<file path="src/rtl/display_pkg.sv">
// Shared constants for the seven-segment display path: glyph table, FSM state
// encoding and the double-dabble add-3 correction.
package display_pkg;

  localparam logic [7:0] SEG_DIGIT [16] = '{
    8'h3F, 8'h06, 8'h5B, 8'h4F, 8'h66, 8'h6D, 8'h7D, 8'h07,
    8'h7F, 8'h6F, 8'h77, 8'h7C, 8'h39, 8'h5E, 8'h79, 8'h71
  };
  localparam logic [7:0] SEG_DASH  = 8'h40;
  localparam logic [7:0] SEG_BLANK = 8'h00;
  localparam int unsigned DEC_MAX  = 9999;

  typedef enum logic [1:0] {
    ST_IDLE   = 2'd0,
    ST_SHIFT  = 2'd1,
    ST_ENCODE = 2'd2
  } state_e;

  // Add 3 to every BCD nibble that is 5 or more, ahead of the left shift.
  function automatic logic [19:0] dd_adjust(input logic [19:0] bcd);
    logic [19:0] r;
    r = bcd;
    for (int i = 0; i < 5; i++) begin
      if (r[4*i +: 4] >= 4'd5) begin
        r[4*i +: 4] = r[4*i +: 4] + 4'd3;
      end else begin
        r[4*i +: 4] = r[4*i +: 4];
      end
    end
    return r;
  endfunction

endpackage

</file>
<file path="src/rtl/hex_to_seg7.sv">
// Combinational nibble-to-glyph lookup (segments a..g, active-high).
module hex_to_seg7
  import display_pkg::*;
(
  input  logic [3:0] nibble_i,
  output logic [6:0] seg_o
);

  assign seg_o = SEG_DIGIT[nibble_i][6:0];

endmodule

</file>
<file path="src/rtl/display_value_encoder.sv">
// Converts a binary value to four seven-segment glyphs (decimal via iterative
// double-dabble, or hex) and presents them as one packed word.
module display_value_encoder
  import display_pkg::*;
#(
  parameter int WIDTH = 16
) (
  input  logic             clk,
  input  logic             rst,
  input  logic             in_valid,
  output logic             in_ready,
  input  logic [WIDTH-1:0] value,
  input  logic             hex_mode,
  input  logic             blank_lz,
  input  logic [3:0]       dp,
  output logic [31:0]      four_digits,
  output logic             updated
);

  localparam int CW = $clog2(WIDTH + 1);

  state_e          state_q;
  logic [WIDTH-1:0] bin_q;
  logic [19:0]     bcd_q;
  logic [CW-1:0]   cnt_q;
  logic            hex_q;
  logic            blank_q;
  logic            ovf_q;
  logic [3:0]      dp_q;
  logic [31:0]     four_digits_q;
  logic            updated_q;

  logic [WIDTH+19:0] shift_d;
  logic [15:0]       hex_s;
  logic [3:0]        nib_s   [4];
  logic [6:0]        glyph_s [4];
  logic [31:0]       digits_d;

  assign shift_d  = {dd_adjust(bcd_q), bin_q} << 1;
  assign in_ready = (state_q == ST_IDLE);

  // Hex mode reads the captured value directly from the (unshifted) binary register.
  if (WIDTH >= 16) begin : g_hex_wide
    assign hex_s = bin_q[15:0];
  end else begin : g_hex_narrow
    assign hex_s = {{(16 - WIDTH){1'b0}}, bin_q};
  end

  for (genvar g = 0; g < 4; g++) begin : g_digit
    assign nib_s[g] = hex_q ? hex_s[4*g +: 4] : bcd_q[4*g +: 4];
    hex_to_seg7 u_seg (
      .nibble_i (nib_s[g]),
      .seg_o    (glyph_s[g])
    );
  end

  // Per-digit dash/blank/glyph selection with the decimal point ORed on top.
  always_comb begin
    logic [7:0] byte_v;
    digits_d = 32'h0000_0000;
    byte_v   = SEG_BLANK;
    for (int i = 0; i < 4; i++) begin
      if (!hex_q && ovf_q) begin
        byte_v = SEG_DASH;
      end else if (!hex_q && blank_q && (i != 0) && ((bcd_q[15:0] >> (4*i)) == 16'h0000)) begin
        byte_v = SEG_BLANK;
      end else begin
        byte_v = {1'b0, glyph_s[i]};
      end
      digits_d[8*i +: 8] = byte_v | {dp_q[i], 7'b000_0000};
    end
  end

  // Control FSM with capture, double-dabble datapath and registered outputs.
  always_ff @(posedge clk) begin
    if (rst) begin
      state_q       <= ST_IDLE;
      bin_q         <= '0;
      bcd_q         <= 20'h0_0000;
      cnt_q         <= '0;
      hex_q         <= 1'b0;
      blank_q       <= 1'b0;
      ovf_q         <= 1'b0;
      dp_q          <= 4'h0;
      four_digits_q <= 32'h0000_0000;
      updated_q     <= 1'b0;
    end else begin
      updated_q <= 1'b0;
      case (state_q)
        ST_IDLE: begin
          if (in_valid) begin
            bin_q   <= value;
            bcd_q   <= 20'h0_0000;
            cnt_q   <= '0;
            hex_q   <= hex_mode;
            blank_q <= blank_lz;
            ovf_q   <= (64'(value) > 64'(DEC_MAX));
            dp_q    <= dp;
            state_q <= hex_mode ? ST_ENCODE : ST_SHIFT;
          end else begin
            state_q <= ST_IDLE;
          end
        end
        ST_SHIFT: begin
          bcd_q <= shift_d[WIDTH+19:WIDTH];
          bin_q <= shift_d[WIDTH-1:0];
          cnt_q <= cnt_q + CW'(1);
          if (cnt_q == CW'(WIDTH - 1)) begin
            state_q <= ST_ENCODE;
          end else begin
            state_q <= ST_SHIFT;
          end
        end
        ST_ENCODE: begin
          four_digits_q <= digits_d;
          updated_q     <= 1'b1;
          state_q       <= ST_IDLE;
        end
        default: begin
          state_q <= ST_IDLE;
        end
      endcase
    end
  end

  assign four_digits = four_digits_q;
  assign updated     = updated_q;

endmodule

</file>
<file path="config.mk">
export PLATFORM = sky130hd
export DESIGN_NAME = display_value_encoder
export DESIGN_NICKNAME = d
export VERILOG_FILES = /design/src/rtl/display_pkg.sv /design/src/rtl/hex_to_seg7.sv /design/src/rtl/display_value_encoder.sv
export SDC_FILE = /design/constraint.sdc
export NUM_CORES = 1
export LEC_CHECK = 0
export ABC_AREA = 1
export ABC_CLOCK_PERIOD_IN_PS = 1550
export BUFFER_PORTS_ARGS = -buffer_cell sky130_fd_sc_hd__buf_2
export CAP_MARGIN = 10
export CORE_AREA = 4 4 101 103
export DETAILED_ROUTE_END_ITERATION = 6
export DIE_AREA = 0 0 105 107
export PLACE_DENSITY = 0.75
export SLEW_MARGIN = 5
export SYNTH_ARGS = -nofsm -noshare
export SYNTH_HDL_FRONTEND = slang
export SYNTH_SLANG_ARGS = --single-unit
</file>
<file path="constraint.sdc">
create_clock -name clk -period 1.55 [get_ports clk]
set_input_delay 0.155 -clock clk [delete_from_list [all_inputs] [get_ports clk]]
set_output_delay 0.155 -clock clk [all_outputs]
set_load 0.005 [all_outputs]
</file>
* Yosys cells after proc, flatten, opt, wreduce, memory -nomap -nowiden
Memory sizes are Yosys's and may differ from the RTL's.
Cells that the tools add are included.
** Cells by class
- Add/subtract/negate cells :: 6
- Magnitude comparators :: 10
- Equality and inequality tests :: 4
- Multiplexer cells :: 35
- Bitwise logic cells :: 8
- Reduce and logical (&&, ||, !) cells :: 13
** Operator list (number)
- 2-to-1 mux 7 bit :: 14
- logical NOT 16 bit :: 3
- one-hot mux 20 bit (2 select lines) :: 1
- 2-to-1 mux 4 bit :: 8
- bitwise OR 8 bit :: 4
- one-hot mux 16 bit (2 select lines) :: 1
- >= comparator 4 x 3 -> 1 bit (second input constant) :: 5
- >= comparator 5 bit (second input constant) :: 4
- 2-to-1 mux 20 bit :: 1
- inverter 4 -> 5 bit :: 4
- adder 4 x 2 -> 4 bit (second input constant) :: 4
- greater-than comparator 16 x 14 -> 1 bit (second input constant) :: 1
- 2-to-1 mux 16 bit :: 1
- one-hot mux 5 bit (2 select lines) :: 1
- 2-to-1 mux 8 bit :: 1
- 2-to-1 mux 2 bit :: 3
- adder 5 x 1 -> 5 bit (second input constant) :: 1
- equality test 5 x 4 -> 1 bit (second input constant) :: 1
- logical AND 1 bit :: 5
- 2-to-1 mux 5 bit :: 1
- one-hot mux 2 bit (2 select lines) :: 1
- AND reduction 2 bit :: 2
- adder 3 x 2 -> 3 bit (second input constant) :: 1
- 2-to-1 mux 3 bit :: 1
- other kinds (7) :: 7
** Word-level totals
- Register bits :: 83
- ROM bits :: 512
- Input port bits :: 25
- Output and inout port bits :: 34
- Word-level logic and storage cells :: 90
- Memories kept :: 4
** Memory list
- (name not given) :: depth 16, bits a word 8, rd ports 1, clocked after memory_dff 0, write ports 0, line hex_to_seg7.sv:9 : assign seg_o = SEG_DIGIT[nibble_i][6:0];
- (name not given) :: depth 16, bits a word 8, rd ports 1, clocked after memory_dff 0, write ports 0, line hex_to_seg7.sv:9
- (name not given) :: depth 16, bits a word 8, rd ports 1, clocked after memory_dff 0, write ports 0, line hex_to_seg7.sv:9
- (name not given) :: depth 16, bits a word 8, rd ports 1, clocked after memory_dff 0, write ports 0, line hex_to_seg7.sv:9

* Longest topological paths before layout
Gate-level depths: netlist of the first run.
- Word-level depth :: 8
- Gate-level depth with buffers :: 14
- Mapped depth without buffers :: 12

* Modules after synthesis
From an unflattened synthesis of the first run, not the netlist that was laid out.
** Second synthesis, totals
- Cell total of the unflattened synthesis :: 737
- Area total of the unflattened synthesis :: 4800.9 um2
** By module, submodules not included
- display_value_encoder :: times used 1, cells each 529, area each 3719.8 um2, seq. area each 1581.5 um2
- hex_to_seg7 :: times used 4, cells each 52, area each 270.3 um2, seq. area each 0.0 um2

* Least setup slack after synthesis of the first run
No wires, ideal clock.
- Path kind :: register to register
- Start :: register hex_q
- End :: register four_digits_q[11] (netlist: four_digits[11])
- Setup time :: 0.128 ns
- Arrival :: 1.582 ns
- Required time :: 1.422 ns
- Setup slack :: -0.160 ns
- Cell stages (with the launch flop) :: 12
- Path buffers :: 2
- Period minus slack after synthesis :: 1.710 ns
- Cells stage by stage :: dfxtp_1 > buf_6 > buf_2 > o21ai_0 > ha_1 > inv_1 > nand3_1 > nand3_1 > nand2_1 > nor2_1 > nor2_1 > nor2_1
** Between the ends
- Cells in the longest elaborated chain, start to end :: 8
- Elaborated cells between the ends (all ways) :: 12
- Classes of those cells :: mux: 5; bitwise: 2; reduce/logical: 4; memory: 1
** RTL lines
- start: declaration :: line display_value_encoder.sv:26 : logic hex_q;
- start signal: assignment :: line display_value_encoder.sv:95 : hex_q <= hex_mode;
- 2-to-1 mux 4 bit :: line display_value_encoder.sv:50 : assign nib_s[g] = hex_q ? hex_s[4*g +: 4] : bcd_q[4*g +: 4];
- inverter 4 -> 5 bit (implied by the code) :: line hex_to_seg7.sv:9
- memory (16 x 8 bit)
- 2-to-1 mux 7 bit (implied by the code) (2 in series) :: line hex_to_seg7.sv:9
- 2-to-1 mux 7 bit :: line display_value_encoder.sv:65 : end else if (!hex_q && blank_q && (i != 0) && ((bcd_q[15:0] >> (4*i)) == 16'h0000)) begin
- 2-to-1 mux 8 bit (*) :: line display_value_encoder.sv:63 : if (!hex_q && ovf_q) begin
- bitwise OR 8 bit (*) :: line display_value_encoder.sv:70 : digits_d[8*i +: 8] = byte_v | {dp_q[i], 7'b000_0000};
- end signal: assignment :: line display_value_encoder.sv:115 : four_digits_q <= digits_d;
- end: declaration :: line display_value_encoder.sv:30 : logic [31:0] four_digits_q;
Mark *: on every way between the ends. The rest lies on a longest branch, timed or not. The select of a mux whose other input is x is not followed.
A chain may end at the register's enable or synchronous reset.

* Final worst setup path of the first run
- Start :: register hex_q
- End :: register four_digits_q[25] (netlist: four_digits[25])
** Between the ends
- Cells in the longest elaborated chain, start to end :: 8
- Elaborated cells between the ends (all ways) :: 12
- Classes of those cells :: mux: 5; bitwise: 2; reduce/logical: 4; memory: 1
** RTL lines (line)
- 2-to-1 mux 4 bit :: display_value_encoder.sv:50
- inverter 4 -> 5 bit (implied by the code) :: hex_to_seg7.sv:9
- memory (16 x 8 bit)
- 2-to-1 mux 7 bit (implied by the code) (2 in series) :: hex_to_seg7.sv:9
- 2-to-1 mux 7 bit :: display_value_encoder.sv:65
- 2-to-1 mux 7 bit (*) :: display_value_encoder.sv:63
- bitwise OR 8 bit (*) :: display_value_encoder.sv:70
Marks and branches as above.

==> flow_metrics.py, run 1 <==
metrics = {
    "clock_network": {
        "clk_pin_slew_ns": 0.08,
        "cts_buffers": 9,
        "clockRootBuffer": "clkbuf_8",
        "cts_sinks": 79,
        "hold_buffers": 0,
        "htreeDepth": 3,
        "clockBufferDepth": 2,
        "clock_latency_ns": 0.37,
        "cts_tree": "yes",
    },
    "placed_design": {
        "placed_cell_area_sq_mm": 0.00554,
        "dp_hpwl_mm": 9.30,
        "dp_slack_ns": -0.140,
        "numPlacedInstances": 910,
        "gp_congestion": 0.926,
        "io_buffers": 58,
    },
    "critical_path": {
        "crit_top_cell": "nand2_1",
        "path_cells": "inv_4, buf_12, nand2_1, nand2_2, ha_1, nand2_1, nand2_1, nand2_1, nand2_1, a21oi_1",
        "arrival_ns": 1.88,
        "slowest_stage": "dfxtp_4",
        "path_buf_inv": 2,
        "worstPathRequired_ns": 1.85,
        "slowest_delay_ns": 0.42,
        "cp_top_family": "simple AND/OR/NAND/NOR gates",
        "crit_fanout": 8,
        "cp-start-kind": "flip-flop",
        "critPathCaptureType": "flip-flop",
        "critical_path_class": "reg -> reg",
    },
    "floorplan": {
        "initial_core_util_pct": 52.5,
        "row_count": 35,
        "die-area_sq_mm": 0.0112,
        "ios": 59,
        "fp.coreArea_sq_mm": 0.00920,
        "chipHeight_microns": 107,
        "dieWidth_microns": 105,
    },
    "global_routing": {
        "overflow": 0,
        "grt_pass1_wl_mm": 20.8,
        "antenna_found_initial": 0,
        "grt_max_degree": 40,
        "track_usage_pct": 22.6,
        "grt_pass1_vias": 4628,
    },
    "run_status": {
        "status": "finished, violations left",
        "violations": "setup timing",
    },
    "worst_hold_path": {
        "hold_path.class": "in -> reg",
    },
    "timing": {
        "fin_ws_ns": -0.0360,
        "skew_ns": 0.00405,
        "slew_headroom_pct": 66.1,
        "rsz0062_at_grt": "true",
        "hold_viol_final": 0,
        "finalCritPeriodShare_pct": 102,
        "min_period_ns": 1.59,
        "setup_viol": 7,
        "final-max-slew-violation-count": 0,
        "max_freq_mhz": 631,
        "worst_slew_pin_slew_ns": 0.508,
    },
    "cells_and_area": {
        "finalNetCount": 879,
        "fin_area_sq_mm": 0.00609,
        "drive_above_1_share_pct": 28.0,
        "area_growth_pct": 26.2,
        "final_common_cell": "nand2_1",
        "finalNonFillerCells": 933,
        "fillCellCount": 780,
        "utilization_pct": 66.2,
        "layout_common_cells": "nand2_1, dfxtp_1, nor2_1",
        "n_antenna_cell": 0,
    },
    "logic_synthesis": {
        "synthMuxAreaShare_pct": 0,
        "synth_area_sq_mm": 0.00483,
        "syn_inst": 713,
        "synth_cell_type_count": 36,
        "synth_top_family_by_area": "simple AND/OR/NAND/NOR gates",
        "ys_async_sr_fraction_pct": 0,
        "synthAdderAreaFrac_pct": 9.59,
        "synth_compound_area_share_pct": 15.1,
        "synth_simple_gate_area_share_pct": 33.4,
        "yosys_most_used_dff": "dfxtp_1",
        "synth_edf_count": 0,
        "yosys_register_bits": 79,
        "synth_xor_area_share_pct": 0.363,
        "postSynthAreaPerCell_sq_um": 6.77,
        "ys_seq_area_share_pct": 32.8,
        "yosysWarningCount": 0,
        "syn_nets": 775,
    },
    "flow_run": {
        "maxCapViolations": 0,
    },
    "route": {
        "via_per_inst": 5.39,
        "drtIter0Drc": 281,
        "routed_wl_mm": 13.2,
        "drc_errors": 0,
        "drt_first_pass_iters": 5,
        "wl_per_cell_microns": 14.2,
        "vias": 5030,
        "final_antenna_net_count": 0,
    },
    "power_and_ir_drop": {
        "ir_worst_vdd_mv": 0.560,
        "cellPowerDensity_mw_per_mm2": 831,
        "leakage_nw": 2.71,
        "power.total_mw": 5.06,
    },
}
flip-flops by register name, indices dropped and copies added, names as in the netlist:
register	flops
cnt_q	5
updated	1
dp_q	4
blank_q	1
bcd_q	16
ovf_q	1
four_digits	32
hex_q	1
bin_q	16
state_q	2
metrics by stage:
step	hold WS [ns]	TNS, ns
final	0.0343	-0.0858
after global routing	0.0388	-1.50
after CTS	0.0314	-0.166
after detailed placement	0.421	-1.33
after global placement	0.414	-0.357
after floorplan	0.296	-0.0948
metal layers:
metal	vias to the layer above	global-route usage [%]	routed length [microns]
li1	2521	-	-
met1	2326	28.1	5700
met2	159	39.1	6510
met3	24	3.67	758
met4	0	8.62	274
met5	-	0	0
cell type report:
type,count,area (sq um),area share (%)
multi-input combinational,544,3050,50.0
sequential,79,1590,26.1
timing repair buffer,119,818,13.4
inverter,64,253,4.15
tap,111,139,2.28
clock buffer,9,124,2.03
clock inverter,7,120,1.97
timing repair:
action | CTS | global route
buffers inserted | 0 | 5
gates cloned | 0 | 2
resized for setup | 13 | 64
hold endpoints to repair | 0 | 0
setup endpoints to repair | 24 | 62
pin swaps | 1 | 7
power breakdown:
| group | leakage, nW | total (mW) | internal (mW) | switching, mW |
|---|---|---|---|---|
| Combinational | 1.95 | 0.973 | 0.397 | 0.576 |
| Clock | 0.120 | 1.89 | 1.07 | 0.814 |
| Sequential | 0.646 | 2.20 | 2.12 | 0.0765 |
worst paths after layout:
kind                                      start              end  slack, ns  depth (start not counted)
worst min register to register  four_digits[28]  four_digits[28]       0.46                          2
worst max-delay path                      hex_q  four_digits[25]      -0.04                         10
worst max register to register            hex_q  four_digits[25]      -0.04                         10
worst min-delay path                   value[0]         bin_q[0]       0.03                          3
synth_stat cells (6+ instances only):
master	n	area [sq um]
inv_2	8	30.0
nand2_2	6	37.5
a31oi_1	9	56.3
o21ai_0	39	195
dfxtp_1	79	1580
a21oi_1	57	285
nand3_1	62	310
buf_2	6	30.0
buf_6	8	90.1
nand2_1	216	811
ha_1	37	463
nor2_1	71	267
clkbuf_1	10	37.5
inv_1	55	206
logic make-up (layout without fill, tap and decap cells):
family	after synthesis	in the layout
AOI/OAI and AO/OA	129	129
xor gates and xnor gates	2	2
adders and majority gates	37	37
buffers and inverters	91	199
DFF	79	79
and+or+nand+nor	375	376
worst register-to-register path: stages, from the launching register on:
cell and delay (ns):
dfxtp_4 0.42, inv_4 0.09, buf_12 0.14, nand2_1 0.08, nand2_2 0.09, ha_1 0.31
nand2_1 0.09, nand2_1 0.05, nand2_1 0.07, nand2_1 0.05, a21oi_1 0.13
Note: power is estimated with default switching activity, not from simulation.
==> inputs of run 2 (changes only) <==
ABC_CLOCK_PERIOD_IN_PS = 1900   (was 1550)
CORE_AREA = 4 4 99 101   (was 4 4 101 103)
DIE_AREA = 0 0 103 105   (was 0 0 105 107)
SETUP_SLACK_MARGIN = 0.02   (was not set)
clock period = 1.9 ns   (was 1.55 ns; I/O delays follow)
==> run 2 against run 1 <==
The run now ends clean. Global-route usage decreased by 0.24 points. First-iteration DRC count decreased by 26%. Count of clock-buffer cells in the layout increased by 1. Combinational power decreased by 35%. Cell area decreased by 12%. Critical path depth decreased by 1. Clock power decreased by 33%. Via count decreased by 5.6%. Die area decreased by 3.7%. Critical path type unchanged. Largest cell class unchanged. Highest routed layer unchanged.
==> flow_metrics.py, run 2 (same netlist as run 1, synthesis figures left out) <==
metrics = {
    "route": {
        "drtIter0Drc": 207,
        "final_antenna_net_count": 0,
        "drc_errors": 0,
        "vias": 4750,
        "via_per_inst": 5.37,
        "wl_per_cell_microns": 13.5,
        "drt_first_pass_iters": 5,
        "routed_wl_mm": 11.9,
    },
    "clock_network": {
        "cts_buffers": 9,
        "clockRootBuffer": "clkbuf_8",
        "clk_pin_slew_ns": 0.08,
        "clock_latency_ns": 0.35,
        "cts_sinks": 79,
        "htreeDepth": 3,
        "clockBufferDepth": 2,
        "cts_tree": "yes",
    },
    "global_routing": {
        "antenna_found_initial": 0,
        "overflow": 0,
        "grt_max_degree": 48,
        "track_usage_pct": 22.3,
        "grt_pass1_vias": 4351,
        "grt_pass1_wl_mm": 19.8,
    },
    "floorplan": {
        "fp.coreArea_sq_mm": 0.00902,
        "initial_core_util_pct": 53.5,
        "dieWidth_microns": 103,
        "row_count": 35,
        "die-area_sq_mm": 0.0108,
        "chipHeight_microns": 105,
        "ios": 59,
    },
    "placed_design": {
        "gp_congestion": 0.904,
        "io_buffers": 58,
        "dp_hpwl_mm": 8.70,
        "dp_slack_ns": 0.0624,
        "numPlacedInstances": 868,
    },
    "timing": {
        "skew_ns": 0.0107,
        "min_period_ns": 1.73,
        "final-max-slew-violation-count": 0,
        "slew_headroom_pct": 65.8,
        "setup_tns_ns": 0,
        "rsz0062_at_grt": "true",
        "max_freq_mhz": 578,
        "worst_slew_pin_slew_ns": 0.512,
        "finalCritPeriodShare_pct": 91.1,
        "fin_ws_ns": 0.169,
        "hold_viol_final": 0,
        "setup_viol": 0,
    },
    "power_and_ir_drop": {
        "cellPowerDensity_mw_per_mm2": 683,
        "leakage_nw": 2.39,
        "power.total_mw": 3.68,
        "ir_worst_vdd_mv": 0.440,
    },
    "critical_path": {
        "reg2reg_depth": 9,
        "worstPathRequired_ns": 2.13,
        "cp-startpoint": "hex_q",
        "r2r_end": "four_digits[2]",
        "rrSetupSlack_ns": 0.17,
        "crit_fanout": 19,
        "critical_path_class": "reg -> reg",
        "worstReg2RegStart": "hex_q",
        "arrival_ns": 1.96,
        "critPathCaptureType": "flip-flop",
        "cp-start-kind": "flip-flop",
    },
    "flow_run": {
        "maxCapViolations": 0,
    },
    "cells_and_area": {
        "final_common_cell": "nand2_1",
        "finalNonFillerCells": 884,
        "layout_common_cells": "nand2_1, dfxtp_1, nor2_1",
        "drive_above_1_share_pct": 16.2,
        "largest_reg_flops": 32,
        "fillCellCount": 898,
        "area_growth_pct": 11.7,
        "n_antenna_cell": 0,
        "finalNetCount": 830,
    },
    "worst_hold_path": {
        "whs_path_depth": 3,
        "hold_path.class": "in -> reg",
        "min_to": "bin_q[0]",
        "min-delay-start": "value[0]",
    },
    "run_status": {
        "status": "completed",
    },
}
==> run 2: changes by cell type in the layout (fill, tap and decap cells not counted), moves of 6 or more <==
cell     before  now
nand2_2      16    6
ha_2          8    1
o21ai_0      28   34
inv_1        46   55
nand2_1     203  216
buf_4        54   12
ha_1         26   36
==> run 2: metrics by stage <==
step,utilization [%],instance area [sq um],hold WS [ns]
floorplan,-,4830,0.331
global placement,57.5,5180,0.445
detailed placement,57.5,5180,0.452
CTS,59.7,5380,0.0923
global route,59.7,5390,0.107
finish,59.7,5390,0.0976
==> run 2: cell type report <==
cell class / instances / area (sq um) / area share (%)
Multi-Input combinational cell: 543 / 2830 / 52.5
Inverter: 64 / 243 / 4.50
Sequential cell: 79 / 1580 / 29.3
Timing Repair Buffer: 71 / 400 / 7.43
Clock inverter: 6 / 60.1 / 1.11
Tap cell: 111 / 139 / 2.58
Clock buffer: 10 / 138 / 2.55
==> run 2: power breakdown <==
part	leakage (nW)	switching [mW]	internal [mW]
registers	0.643	0.0573	1.73
logic	1.65	0.407	0.222
clock network	0.0981	0.629	0.636
==> run 2: worst max-delay path by stage <==
| stage | cells after the start | slack, ns | end |
|---|---|---|---|
| after floorplan | 11 | 0.19 | four_digits[11] |
| after global placement | 9 | 0.15 | four_digits[19] |
| after detailed placement | 10 | 0.06 | four_digits[11] |
| after CTS | 10 | 0.06 | four_digits[8] |
| after global routing | 11 | -0.007 | four_digits[11] |
| final | 9 | 0.17 | four_digits[2] |
==> run 2: critical path: stages, from the launching register on <==
cell and delay, ns:
dfxtp_1 0.37, buf_4 0.24, nand2_1 0.08, o21ai_1 0.12, inv_1 0.13, ha_1 0.23
inv_1 0.09, nand2_1 0.09, o211ai_1 0.20, a21oi_1 0.08
==> run 2: per-layer routing <==
metal | routed length [microns] | up-vias | global-route usage, % | part of all wire (%)
li1 | - | 2414 | - | -
met5 | 0 | - | 0 | 0
met2 | 5360 | 145 | 35.1 | 45
met1 | 5590 | 2166 | 30.6 | 47
met3 | 716 | 25 | 3.34 | 6.0
met4 | 233 | 0 | 8.33 | 2.0
==> run 2: timing repair <==
item	CTS	global route
hold buffers	0	0
resized for setup	0	7
setup endpoints to repair	0	11
buffers inserted	0	0
